$ cat config.mk
export PLATFORM = sky130hd
export DESIGN_NAME = cmd_reg_master_flat
export DESIGN_NICKNAME = d
export VERILOG_FILES = /design/src/rtl/cmd_reg_master_if.sv /design/src/rtl/cmd_reg_master.sv /design/src/flat_wrapper.sv
export SDC_FILE = /design/constraint.sdc
export NUM_CORES = 1
export LEC_CHECK = 0
export ABC_AREA = 1
export BUFFER_PORTS_ARGS = -buffer_cell sky130_fd_sc_hd__buf_2
export CAP_MARGIN = 20
export CORE_AREA = 2 2 90 101
export CTS_BUF_LIST = sky130_fd_sc_hd__clkbuf_16
export DETAILED_ROUTE_END_ITERATION = 16
export DIE_AREA = 0 0 92 103
export PLACE_DENSITY = 0.78
export SLEW_MARGIN = 10
export SYNTH_ARGS = -nofsm -noshare
export SYNTH_HDL_FRONTEND = slang
export SYNTH_SLANG_ARGS = --single-unit
$ cat constraint.sdc
create_clock -name clk -period 1.85 [get_ports clk]
set_input_delay 0.0925 -clock clk [delete_from_list [all_inputs] [get_ports clk]]
set_output_delay 0.0925 -clock clk [all_outputs]
set_load 0.05 [all_outputs]
$ cat src/rtl/cmd_reg_master_if.sv
// Bus bundle for cmd_reg_master: command FIFO read side, response FIFO
// write side and the register endpoint access port.
interface cmd_reg_master_if;
  // Command FIFO (show-ahead): head word plus empty flag, popped by cmd_rdreq.
  logic [31:0] cmd_data;
  logic        cmd_empty;
  logic        cmd_rdreq;

  // Response FIFO: one word pushed per rsp_wrreq.
  logic [31:0] rsp_data;
  logic        rsp_wrreq;
  logic        rsp_full;

  // Register endpoint: reg_enable[1] = access active, reg_enable[0] = read.
  logic [1:0]  reg_enable;
  logic [6:0]  reg_addr;
  logic [31:0] reg_dataout;
  logic [31:0] reg_datain;

  // Initiator view (cmd_reg_master).
  modport master (
    input  cmd_data, cmd_empty, rsp_full, reg_datain,
    output cmd_rdreq, rsp_data, rsp_wrreq, reg_enable, reg_addr, reg_dataout
  );

  // Environment view (FIFOs and register endpoint).
  modport slave (
    output cmd_data, cmd_empty, rsp_full, reg_datain,
    input  cmd_rdreq, rsp_data, rsp_wrreq, reg_enable, reg_addr, reg_dataout
  );
endinterface

$ cat src/rtl/cmd_reg_master.sv
// Register-bus initiator. Pops WRITE/READ/PING commands from a show-ahead
// FIFO, performs the register access and pushes read/ping replies into a
// response FIFO. Commands are processed strictly one at a time.
module cmd_reg_master #(
  parameter int unsigned RD_LAT = 1  // read strobe cycles before sampling, 1..15
) (
  input  logic              clk,
  input  logic              reset,   // synchronous, active low
  cmd_reg_master_if.master  bus,
  output logic              busy,
  output logic [7:0]        err_count
);

  localparam logic [7:0] OP_WRITE = 8'h01;
  localparam logic [7:0] OP_READ  = 8'h02;
  localparam logic [7:0] OP_PING  = 8'h03;
  localparam logic [7:0] RSP_READ = 8'h82;
  localparam logic [7:0] RSP_PING = 8'h83;
  localparam logic [3:0] LAT_LAST = 4'(RD_LAT - 1);

  typedef enum logic [2:0] {
    IDLE, WDATA, WRITE, READ, RSP_HDR, RSP_DATA, PING
  } state_t;

  state_t      state_q, state_d;
  logic [7:0]  rid_q;
  logic [6:0]  addr_q;
  logic [31:0] data_q;
  logic [31:0] rd_data_q;
  logic [3:0]  lat_cnt;
  logic [1:0]  enable_q;

  logic hdr_load;
  logic data_load;
  logic rd_done;
  logic err_inc;

  // Next-state decode plus the combinational FIFO handshakes and reply word.
  always_comb begin
    // NOTE: every signal driven here gets a default first, so no branch can
    // leave one unassigned and infer a latch.
    state_d       = state_q;
    bus.cmd_rdreq = 1'b0;
    bus.rsp_wrreq = 1'b0;
    bus.rsp_data  = '0;
    hdr_load      = 1'b0;
    data_load     = 1'b0;
    rd_done       = 1'b0;
    err_inc       = 1'b0;

    // While reset is held no FIFO is touched; the registers clear at the edge.
    if (reset) begin
      case (state_q)
        IDLE: begin
          if (!bus.cmd_empty) begin
            bus.cmd_rdreq = 1'b1;
            hdr_load      = 1'b1;
            case (bus.cmd_data[31:24])
              OP_WRITE: state_d = WDATA;
              OP_READ:  state_d = READ;
              OP_PING:  state_d = PING;
              default:  err_inc = 1'b1;   // unknown opcode: drop the word
            endcase
          end
        end
        WDATA: begin
          if (!bus.cmd_empty) begin
            bus.cmd_rdreq = 1'b1;
            data_load     = 1'b1;
            state_d       = WRITE;
          end
        end
        WRITE: state_d = IDLE;
        READ: begin
          if (lat_cnt == LAT_LAST) begin
            rd_done = 1'b1;
            state_d = RSP_HDR;
          end
        end
        RSP_HDR: begin
          bus.rsp_data = {RSP_READ, rid_q, 9'd0, addr_q};
          if (!bus.rsp_full) begin
            bus.rsp_wrreq = 1'b1;
            state_d       = RSP_DATA;
          end
        end
        RSP_DATA: begin
          bus.rsp_data = rd_data_q;
          if (!bus.rsp_full) begin
            bus.rsp_wrreq = 1'b1;
            state_d       = IDLE;
          end
        end
        PING: begin
          bus.rsp_data = {RSP_PING, rid_q, 16'd0};
          if (!bus.rsp_full) begin
            bus.rsp_wrreq = 1'b1;
            state_d       = IDLE;
          end
        end
        default: state_d = IDLE;
      endcase
    end
  end

  // State register.
  always_ff @(posedge clk) begin
    // NOTE: non-blocking assignments so every register samples the values
    // that existed before this edge, independent of statement order.
    if (!reset) state_q <= IDLE;
    else        state_q <= state_d;
  end

  // Command fields, read data, latency counter, registered strobe and error count.
  always_ff @(posedge clk) begin
    if (!reset) begin
      rid_q     <= '0;
      addr_q    <= '0;
      data_q    <= '0;
      rd_data_q <= '0;
      lat_cnt   <= '0;
      enable_q  <= 2'b00;
      err_count <= '0;
    end else begin
      if (hdr_load) begin
        rid_q  <= bus.cmd_data[23:16];
        addr_q <= bus.cmd_data[6:0];
      end
      if (data_load) data_q <= bus.cmd_data;
      if (rd_done)   rd_data_q <= bus.reg_datain;

      // Counts cycles spent in READ; zero on entry.
      lat_cnt <= (state_q == READ) ? lat_cnt + 4'd1 : 4'd0;

      // Strobe follows the state being entered so it lines up with that state.
      case (state_d)
        WRITE:   enable_q <= 2'b10;
        READ:    enable_q <= 2'b11;
        default: enable_q <= 2'b00;
      endcase

      if (err_inc && err_count != 8'hFF) err_count <= err_count + 8'd1;
    end
  end

  assign bus.reg_enable  = enable_q;
  assign bus.reg_addr    = addr_q;
  assign bus.reg_dataout = data_q;
  assign busy            = (state_q != IDLE);

endmodule

$ cat src/flat_wrapper.sv
// flat-port wrapper written by rule: the top's interface ports become plain ports
module cmd_reg_master_flat 
#(
  parameter int unsigned RD_LAT = 1                                              
)
  (clk, reset, busy, err_count, bus_cmd_data, bus_cmd_empty, bus_rsp_full, bus_reg_datain, bus_cmd_rdreq, bus_rsp_data, bus_rsp_wrreq, bus_reg_enable, bus_reg_addr, bus_reg_dataout);
  cmd_reg_master_if bus_i ();
  input  logic clk;
  input  logic reset;
  output logic busy;
  output logic [7:0] err_count;
  input wire logic [$bits(bus_i.cmd_data)-1:0] bus_cmd_data;
  input wire logic [$bits(bus_i.cmd_empty)-1:0] bus_cmd_empty;
  input wire logic [$bits(bus_i.rsp_full)-1:0] bus_rsp_full;
  input wire logic [$bits(bus_i.reg_datain)-1:0] bus_reg_datain;
  output wire logic [$bits(bus_i.cmd_rdreq)-1:0] bus_cmd_rdreq;
  output wire logic [$bits(bus_i.rsp_data)-1:0] bus_rsp_data;
  output wire logic [$bits(bus_i.rsp_wrreq)-1:0] bus_rsp_wrreq;
  output wire logic [$bits(bus_i.reg_enable)-1:0] bus_reg_enable;
  output wire logic [$bits(bus_i.reg_addr)-1:0] bus_reg_addr;
  output wire logic [$bits(bus_i.reg_dataout)-1:0] bus_reg_dataout;
  assign bus_i.cmd_data = bus_cmd_data;
  assign bus_i.cmd_empty = bus_cmd_empty;
  assign bus_i.rsp_full = bus_rsp_full;
  assign bus_i.reg_datain = bus_reg_datain;
  assign bus_cmd_rdreq = bus_i.cmd_rdreq;
  assign bus_rsp_data = bus_i.rsp_data;
  assign bus_rsp_wrreq = bus_i.rsp_wrreq;
  assign bus_reg_enable = bus_i.reg_enable;
  assign bus_reg_addr = bus_i.reg_addr;
  assign bus_reg_dataout = bus_i.reg_dataout;
  cmd_reg_master #(.RD_LAT(RD_LAT)) u_core (.clk(clk), .reset(reset), .bus(bus_i), .busy(busy), .err_count(err_count));
endmodule
# == Yosys cells after proc, flatten, opt, wreduce, memory -nomap -nowiden ==
# Index checks and enable logic that the tools add are counted.
# classes
n_reduce_logical,9
mux,28
n_eq_ne,11
addsub,2
# ops
cell,n
case mux 32 bit (3 select lines),1
two-way mux 32 bit,1
two-way mux 3 bit,6
two-way mux 1 bit,17
equality test 8 x 2 -> 1 bit (second input constant),2
case mux 3 bit (5 select lines),1
equality test 3 x 2 -> 1 bit (second input constant),3
equality test 3 bit (second input constant),3
case mux 3 bit (3 select lines),1
adder 8 x 1 -> 8 bit (second input constant),1
equality test 8 x 1 -> 1 bit (second input constant),1
!= test 8 bit (second input constant),1
OR reduction 3 bit,2
adder 4 x 1 -> 4 bit (second input constant),1
logical NOT 4 bit,1
case mux 2 bit (2 select lines),1
OR reduction 2 bit,2
equality test 3 x 1 -> 1 bit (second input constant),1
logical NOT 3 bit,1
nonzero test 3 bit,1
AND reduction 2 bit,1
logical AND 1 bit,1
# totals
elab_cells,58
out_inout_bits,84
regBits,96

# == Depth between registers and ports, before layout ==
# Gate-level depths: netlist of the first run.
# logic_depth
ltp_word,7
mapped_depth,10
ltp_nobuf,10

# == Least setup slack after synthesis of the first run ==
# No wires, ideal clock.
# synth_timing
path_type,reg2out
from,register u_core.state_q[1]
to,output bus_rsp_data[24]
stages_incl_launch_ff,6
required_ps,1757
path_buffers,0
arrival_ps,2110
slack_ps,-353
path_cell_list,dfxtp_1 -> nor2_1 -> inv_2 -> nor2_2 -> o21ai_0 -> a211oi_1
# synth_between
elab_chain_len,3
elab_cells_between_ends,5
# synth_lines
item,line_no,text
start: declaration,cmd_reg_master.sv:25,"state_t state_q, state_d;"
start signal: assignment,cmd_reg_master.sv:111,else state_q <= state_d;
equality test 3 bit,cmd_reg_master.sv:53,case (state_q)
case mux 32 bit (3 select lines) (*),cmd_reg_master.sv:53,
two-way mux 32 bit (*),cmd_reg_master.sv:52,if (reset) begin
end: declaration,flat_wrapper.sv:17,output wire logic [$bits(bus_i.rsp_data)-1:0] bus_rsp_data;
# Every way passes the cells marked *; elsewhere a longest branch is shown, timed or not.

# == Worst setup path in the final report of the first run ==
# layout_timing
from,register u_core.state_q[1]
to,output bus_rsp_data[22]
# Same word-level chain as after synthesis.

==> results of run 1 <==
power breakdown:
part	total (mW)	switching [mW]	internal (mW)	leakage, nW
clock network	1.75	0.728	1.03	0.147
logic	0.415	0.243	0.172	1.83
registers	2.12	0.0256	2.10	0.780
registers in the layout, summed over array words and instances, names as in the netlist:
| signal | cells |
|---|---|
| u_core.bus.reg_enable | 2 |
| u_core.rid_q | 8 |
| u_core.bus.reg_dataout | 32 |
| u_core.bus.reg_addr | 7 |
| u_core.rd_data_q | 32 |
| u_core.err_count | 8 |
| u_core.state_q | 3 |
| u_core.lat_cnt | 4 |
worst paths after layout:
path / slack [ns] / depth (start not counted) / to
worst max-delay path: 0.06 / 9 / bus_rsp_data[22]
worst min-delay path: 0.01 / 3 / u_core.bus.reg_dataout[7]
worst max register to register: 0.20 / 8 / u_core.err_count[0]
worst min register to register: 0.46 / 2 / u_core.bus.reg_dataout[16]
worst max-delay path: cells and delay by family, from the launching register on:
| kind | cells | cell delay, ns |
|---|---|---|
| AO/OA/AOI/OAI | 2 | 0.25 |
| buffers and inverters | 4 | 0.49 |
| flip-flops | 1 | 0.38 |
| AND/OR/NAND/NOR | 3 | 0.24 |
cells by family (layout without fill, tap and decap cells):
group,Yosys count,after routing,share of synthesized area (%)
compound gates,115,115,15.5
xor+xnor,7,7,1.52
fa+ha+maj,3,3,0.933
buf+inv,120,328,11.4
flops,96,96,47.8
simple gates,216,216,22.9
per-stage QoR:
stage               total power, mW  hold WS (ns)  area, um^2  TNS (ns)
floorplan                      2.35         0.204        4030    -0.121
global placement               2.49         0.290        4950         0
detailed placement             2.50         0.297        4950         0
CTS                            4.32       0.00500        5790         0
global route                   4.45        0.0186        5920    -0.115
finish                         4.29        0.0148        5920         0
cells in the final DEF, fill, tap and decap left out, types with 5 or more instances in the layout:
| cell type | n |
|---|---|
| buf_2 | 134 |
| inv_2 | 6 |
| buf_4 | 22 |
| o22ai_1 | 18 |
| clkbuf_16 | 9 |
| nand3_1 | 44 |
| dlygate4sd3_1 | 45 |
| a21oi_2 | 5 |
| o21ai_0 | 68 |
| buf_6 | 10 |
| nor2_1 | 37 |
| dfxtp_1 | 91 |
| a21oi_1 | 13 |
| inv_1 | 94 |
| nor2_4 | 6 |
| nand2_1 | 119 |
cells in the mapped netlist:
| library cell | count |
|---|---|
| a211oi_1 | 1 |
| a21boi_2 | 1 |
| a21oi_1 | 18 |
| a21oi_4 | 1 |
| buf_1 | 4 |
| buf_2 | 7 |
| clkbuf_1 | 10 |
| clkinv_1 | 1 |
| dfxtp_1 | 96 |
| ha_1 | 3 |
| inv_1 | 93 |
| inv_2 | 5 |
| nand2_1 | 121 |
| nand2_4 | 2 |
| nand3_1 | 45 |
| nand3b_1 | 1 |
| nand4_1 | 3 |
| nor2_1 | 39 |
| nor2_2 | 1 |
| nor2_4 | 3 |
| nor3_1 | 1 |
| o2111ai_1 | 1 |
| o21ai_0 | 69 |
| o21ai_1 | 5 |
| o22ai_1 | 19 |
| xnor2_1 | 3 |
| xor2_1 | 4 |
area by class of cell:
cell class              count  area [um^2]
fillers                   687         2640
repair buffers            214         1450
multi-input cells         341         1740
well taps                 114          143
clock buffers               9          225
flip-flops and latches     96         1940
clock inverters             6         53.8
inverters                  99          374
metal layers:
layer / routed length [um] / vias to the layer above
met1: 5070 / 1979
met2: 6160 / 113
met5: 0 / -
met4: 143 / 0
li1: - / 2171
met3: 539 / 11
what timing repair did:
item | in CTS | in global routing
cloned | 0 | 1
endpoints found under the hold margin | 45 | 0
buffers inserted | 3 | 2
hold buffers | 45 | 0
gates resized for setup | 33 | 31
pin swaps | 2 | 3
setup endpoints to repair | 21 | 36
==> results.ini, run 1 <==
[sta]
setup_ws_ns = 0.0611
fmax_mhz = 559
drv_slew = 0
fin_crit_ns = 1.79
min_period_over_period_pct = 96.7
slew_headroom_pct = 62.6
hold_viol = 0
setup_violations = 0
worst_slew_pin_slew_ns = 0.561
fin_skew_ns = 0.00600

[clock_tree]
cts_root_buf = clkbuf_16
cts_tree = yes
cts_buffer_depth = 2
clock_sinks = 96
cts_max_level = 3
clock_latency_ns = 0.33
clk_pin_slew_worst_paths_ns = 0.06
cts_made_buffers = 9

[worst_setup_path]
critPathCaptureType = output port
path_cells = nor2_4 > inv_2 > o21ai_4 > buf_2 > nand2_1 > o21ai_0 > nand2_1 > inv_1 > buf_6
slowest_delay_ns = 0.38
cp_slowest_cell = dfxtp_4
r2r-start = u_core.err_count[0]
critical_path.max_fanout = 5
crit_top_cell = nand2_1
critical_path_arrival_ns = 1.70
critPathRequiredTime_ns = 1.76
start_kind = flip-flop
startpoint = u_core.state_q[1]
crit_type = flip-flop to output port

[layout]
final_util_pct = 69.1
drive_above_1_share_pct = 28.1
areaGrowthSynthToFinish_pct = 47.1
final_cells = 879
nNetsFinal = 832
diodes = 0

[global_route]
antenna_found_initial = 0
grtUsageMet2_pct = 44.1
grt_pass1_vias = 4001
grtUsageTotal_pct = 24.1
grt_max_degree = 45
use_met3_pct = 4.24
gr-usage-met1_pct = 28.6
grt-busiest-layer = met2
grt_pass1_wl_um = 18400
grt_overflow_total = 0

[logic_synthesis]
seq_area_frac_synth_pct = 47.8
synthTopCellsByArea = dfxtp_1 48%, nand2_1 11%, inv_1 8.7%, o21ai_0 8.6%, nand3_1 5.6%
yosysTopAreaCellShare_pct = 47.8
ys_types = 27
syn_avg_cell_area_um2 = 7.22
synth_warnings = 0
syn-num-nets = 628
ys_ff_latch = 96
syn_inst = 557
synth_top_cell_by_area = dfxtp_1
syn_area_mm2 = 0.00402

[floorplanning]
pin_count = 152
die_y_um = 103
coreArea_mm2 = 0.00856
die_w_um = 92
dieArea_mm2 = 0.00948
initial_utilization_pct = 47.0
core.rowCount = 36

[placement]
place_congestion = 0.969
post-dp-hpwl_um = 7990
post-place-cells = 813
place_ws_ns = 0.0500
portBuffers = 151

[power]
p_per_area_mw_per_mm2 = 725
ir_worst_vdd_v = 0.000577
power_leakage_nw = 2.76

[job]
maxCapViolations = 0

[detailed_routing]
drt_iter0_drc = 215
wl_um = 11900
drtPass1Iterations = 5
via_per_inst = 4.86
drtAntennaViolNets = 0
num_vias = 4274
wl_per_cell_um = 13.5
drc_errors = 0

[worst_hold_path]
min_from = bus_cmd_data[7]
hold_path.class = primary input to flip-flop

[run_status]
outcome = finished, final reports clean

Note: power is estimated with default switching activity, not from simulation.
==> inputs of run 2 (changes only) <==
- clock period: 1.85 -> 1.8 ns (I/O delays scaled with it)
==> run 2 against run 1 <==
Effect of this change:
- sequential share of layout area down 0.070 points
- register-to-register slack got worse by 0.04 ns
- count of clock-buffer cells in the layout unchanged
- global-route usage grew 0.62 points
- non-clock buffer count is 1 lower
- power grew 3.9%
- combinational power grew 2%
- clock skew down 0.0011 ns
- critical path depth shrank 2
- critical endpoint is now bus_rsp_data[5]
- largest cell class unchanged
==> results.ini, run 2 (synthesized netlist as in run 1, its figures left out) <==
[run_status]
outcome = finished, final reports clean

[sta]
setup_violations = 0
hold_ws_ns = 0.00646
rsz0062_at_grt = true
fin_skew_ns = 0.00488
min_period_over_period_pct = 98.7
drv_slew = 0
hold_viol = 0
setup-tns-final_ns = 0
fmax_mhz = 563
slew_headroom_pct = 63.5
worst_slew_pin_slew_ns = 0.547
fin_crit_ns = 1.78
setup_ws_ns = 0.0242

[clock_tree]
cts_made_buffers = 9
cts_buffer_depth = 2
cts_root_buf = clkbuf_16
clock_sinks = 96
cts_tree = yes
clock_latency_ns = 0.34
cts_max_level = 3
clk_pin_slew_worst_paths_ns = 0.06

[detailed_routing]
wl_per_cell_um = 13.8
drt_iter0_drc = 258
drc_errors = 0
via_per_inst = 4.91
drtPass1Iterations = 5
num_vias = 4319
wl_um = 12100
drtAntennaViolNets = 0

[layout]
nNetsFinal = 831
mostFrequentLayoutCells = 132 x buf_2, 117 x nand2_1, 91 x inv_1, 91 x dfxtp_1, 63 x o21ai_0
final_common_cell = buf_2
fillCellCount = 671
final_cells = 879
areaGrowthSynthToFinish_pct = 47.2
diodes = 0
drive_above_1_share_pct = 28.6

[placement]
place_congestion = 0.946
post-dp-hpwl_um = 7970
post-place-cells = 814
portBuffers = 151
place_ws_ns = 0.109

[worst_setup_path]
path_cells = nor2_4 > inv_4 > nor2_2 > buf_6 > nand2_1 > a21oi_1 > buf_4
crit_buf_inv = 3
cp_slowest_cell = dfxtp_4
critical_path.max_fanout = 9
slowest_delay_ns = 0.37
start_kind = flip-flop
crit_type = flip-flop to output port
r2r_cells = 8
critical_path_arrival_ns = 1.69
r2r-start = u_core.err_count[0]
crit_family = buffers and inverters
reg2reg_to = u_core.err_count[0]
critPathRequiredTime_ns = 1.71
critPathCaptureType = output port
rrSetupSlack_ns = 0.16

[floorplanning]
initial_utilization_pct = 47.0
core.rowCount = 36
die_w_um = 92
pin_count = 152
dieArea_mm2 = 0.00948
die_y_um = 103
coreArea_mm2 = 0.00856

[global_route]
grt_pass1_wl_um = 18700
grt_max_degree = 47
grt_overflow_total = 0
grt_pass1_vias = 4104
antenna_found_initial = 0
grtUsageTotal_pct = 24.7

[worst_hold_path]
min_to = u_core.bus.reg_dataout[11]
holdPathStages = 3
hold_path.class = primary input to flip-flop
min_from = bus_cmd_data[11]

[power]
ir_worst_vdd_v = 0.000552
p_per_area_mw_per_mm2 = 753
power_mw = 4.46
power_leakage_nw = 2.74

[job]
maxCapViolations = 0

run 2: cell count changes in the layout (fill, tap and decap cells not counted), sizes merged:
| cell | previous run | this run |
|---|---|---|
| clkinv | 2 | 5 |
| inv | 102 | 99 |
| clkinvlp | 0 | 1 |
| dlygate4sd3 | 45 | 44 |
| clkbuf | 10 | 11 |
| buf | 168 | 167 |
run 2: metrics by stage:
step                      utilization [%]  cell area (um^2)
after floorplan                         -              4030
after global placement               57.9              4950
after detailed placement             57.9              4950
after CTS                            67.6              5790
after global routing                 69.2              5920
final                                69.2              5920
run 2: tightest hold or removal path: cells and delay by family:
family                 cells  cell delay (ns)
AND/OR/NAND/NOR            1             0.06
AO/OA/AOI/OAI              1             0.07
buffers and inverters      1             0.08
run 2: worst max-delay path by stage:
stage / depth (start not counted) / endpoint / slack, ns / startpoint
2_1_floorplan: 5 / bus_rsp_data[25] / -0.11 / u_core.state_q[1]
3_3_place_gp: 7 / bus_rsp_data[31] / 0.22 / u_core.state_q[1]
3_5_place_dp: 5 / u_core.rd_data_q[6] / 0.11 / u_core.lat_cnt[0]
4_1_cts: 7 / bus_rsp_data[4] / 0.007 / u_core.state_q[1]
5_1_grt: 9 / bus_rsp_data[21] / -0.04 / u_core.state_q[1]
6_report: 7 / bus_rsp_data[5] / 0.02 / u_core.state_q[1]
run 2: final cells by class:
cell class | instances | area (um^2) | share of cell area [%]
sequential | 96 | 1930 | 32.6
multi-input combinational | 341 | 1730 | 29.2
timing repair buffer | 213 | 1450 | 24.5
inverter | 99 | 379 | 6.40
clock buffer | 9 | 225 | 3.80
tap | 114 | 143 | 2.41
clock inverter | 7 | 62.6 | 1.06
run 2: what timing repair did:
item                                   in CTS  in global routing
setup endpoints to repair                  20                 35
hold buffers                               44                  0
setup buffers                               1                  3
pin swaps                                   1                  3
gates cloned                                1                  0
endpoints found under the hold margin      48                  0
resized for setup                          33                 39
run 2: metal layers:
layer / GRT usage, % / wire (um) / vias up
met3: 4.97 / 636 / 33
met5: 0 / 0 / -
met4: 12.3 / 353 / 0
li1: - / - / 2171
met1: 30.1 / 5160 / 1966
met2: 42.3 / 5940 / 149
run 2: where the power goes:
group	switching (mW)	internal, mW
logic	0.248	0.175
clock network	0.786	1.06
registers	0.0286	2.16
==> inputs of run 3 (changes only) <==
- RECOVER_POWER: not set -> 50
==> run 3 against run 2 <==
Effect of this change:
- hold slack improved by 0.010 ns
- sequential share of layout area is 0.34 points higher
- final area shrank 1.0%
- first-iteration DRC count decreased by 0.39%
- setup slack got worse by 0.020 ns
- power shrank 0.18%
- final cell count is the same
- clock power barely moved
- combinational power decreased by 1%
- register-to-register slack hardly changed
- critical path depth did not move
- critical endpoint unchanged
- largest cell class unchanged
==> results.ini, run 3 (synthesized netlist as in run 1, its figures left out) <==
[sta]
worst_slew_pin_slew_ns = 0.633
fin_crit_ns = 1.80
setup_violations = 0
fin_skew_ns = 0.00551
slew_headroom_pct = 58.0
hold_viol = 0
rsz0062_at_grt = true
fmax_mhz = 557
min_period_over_period_pct = 99.8
drv_slew = 0

[power]
switching_share_pct = 23.8
p_int_mw = 3.39
p_comb_share_pct = 9.4
p_clk_share_pct = 41.5
p_switching_mw = 1.06
power_leakage_nw = 2.52
ir_worst_vdd_v = 0.000552
p_per_area_mw_per_mm2 = 759
seq_power_share_pct = 49.1

[worst_setup_path]
start_kind = flip-flop
crit_type = flip-flop to output port
critPathCaptureType = output port
critPathRequiredTime_ns = 1.71
r2r_cells = 9
critical_path.max_fanout = 9
critical_path_arrival_ns = 1.71

[placement]
dpl_cell_area_mm2 = 0.00495
portBuffers = 151
post-dp-hpwl_um = 7970
place_congestion = 0.946
post-place-cells = 814

[floorplanning]
initial_utilization_pct = 47.0
coreArea_mm2 = 0.00856
core.rowCount = 36
dieArea_mm2 = 0.00948
pin_count = 152
die_w_um = 92
die_y_um = 103

[global_route]
grtUsageTotal_pct = 24.7
antenna_found_initial = 0
grt_overflow_total = 0
grt_max_degree = 47
grt_pass1_wl_um = 18700
grt_pass1_vias = 4104

[job]
maxCapViolations = 0

[worst_hold_path]
holdPathStages = 3
hold_path.class = primary input to flip-flop

[layout]
final_util_pct = 68.5
mostFrequentLayoutCells = 117 x nand2_1, 92 x inv_1, 91 x dfxtp_1
final_cells = 879
fillCellCount = 699
areaGrowthSynthToFinish_pct = 45.7
nNetsFinal = 831
final_area_mm2 = 0.00586
final_common_cell = nand2_1
drive_above_1_share_pct = 22.1
diodes = 0

[clock_tree]
cts_made_buffers = 9
clock_sinks = 96
cts_tree = yes
cts_root_buf = clkbuf_16
clk_pin_slew_worst_paths_ns = 0.06
clock_latency_ns = 0.34
cts_max_level = 3
cts_buffer_depth = 2

[detailed_routing]
drc_errors = 0
wl_um = 12100
drtPass1Iterations = 6
wl_per_cell_um = 13.7
via_per_inst = 4.96
drt_iter0_drc = 257
num_vias = 4357
drtAntennaViolNets = 0

[run_status]
outcome = finished, final reports clean

[run 3: cell types whose count changed in the layout (fill, tap and decap cells not counted)]
cell      change
buf_2        -49
clkbuf_1     +49
inv_1         +1
inv_2         -1
[run 3: area by class of cell]
cell class,count,area (um^2),area share (%)
clock buffer,9,225,3.84
clock inverter,7,62.6,1.07
inverter,99,379,6.47
multi-input combinational,341,1730,29.5
sequential,96,1930,33.0
tap,114,143,2.43
timing repair buffer,213,1390,23.7
[run 3: final timing paths]
path	start	slack, ns	end
setup / recovery	u_core.state_q[1]	0.004	bus_rsp_data[5]
hold / removal	bus_cmd_data[13]	0.02	u_core.bus.reg_dataout[13]
setup reg to reg	u_core.state_q[2]	0.15	u_core.rd_data_q[3]
hold reg to reg	u_core.bus.reg_dataout[5]	0.47	u_core.bus.reg_dataout[5]
[run 3: worst max-delay path: stages (launching register included)]
cell and delay, ns:
dfxtp_4 0.38, nor2_4 0.13, inv_4 0.07, nor2_2 0.13, buf_6 0.16, nand2_1 0.10, a21oi_1 0.18, buf_4 0.22
[run 3: stage by stage]
step	hold slack, ns	setup TNS [ns]	total power [mW]	setup slack (ns)
global placement	0.290	0	2.56	0.221
global route	0.0124	-0.437	4.62	-0.0433
floorplan	0.201	-0.216	2.42	-0.109
finish	0.0165	0	4.45	0.00418
detailed placement	0.296	0	2.56	0.109
CTS	0.00209	0	4.49	0.00718
[run 3: metal layers]
layer	track usage (%)	part of all wire, %	up-vias
li1	-	-	2172
met1	30.1	42	1993
met2	42.3	49	161
met3	4.97	5.6	31
met4	12.3	2.9	0
met5	0	0	-
[run 3: power by group through the flow]
stage | sequential, mW | combinational [mW] | clock, mW
after floorplan | 2.29 | 0.126 | 0
after global placement | 2.23 | 0.324 | 0
after detailed placement | 2.23 | 0.330 | 0
after CTS | 2.19 | 0.410 | 1.89
after global routing | 2.19 | 0.452 | 1.98
final | 2.19 | 0.417 | 1.85
[run 3: timing repair]
action	4_1_cts	5_1_grt
pin swaps	1	3
setup endpoints to repair	20	35
cloned	1	0
endpoints found under the hold margin	48	0
buffers inserted	1	3
hold buffers	44	0
gates resized for setup	33	39
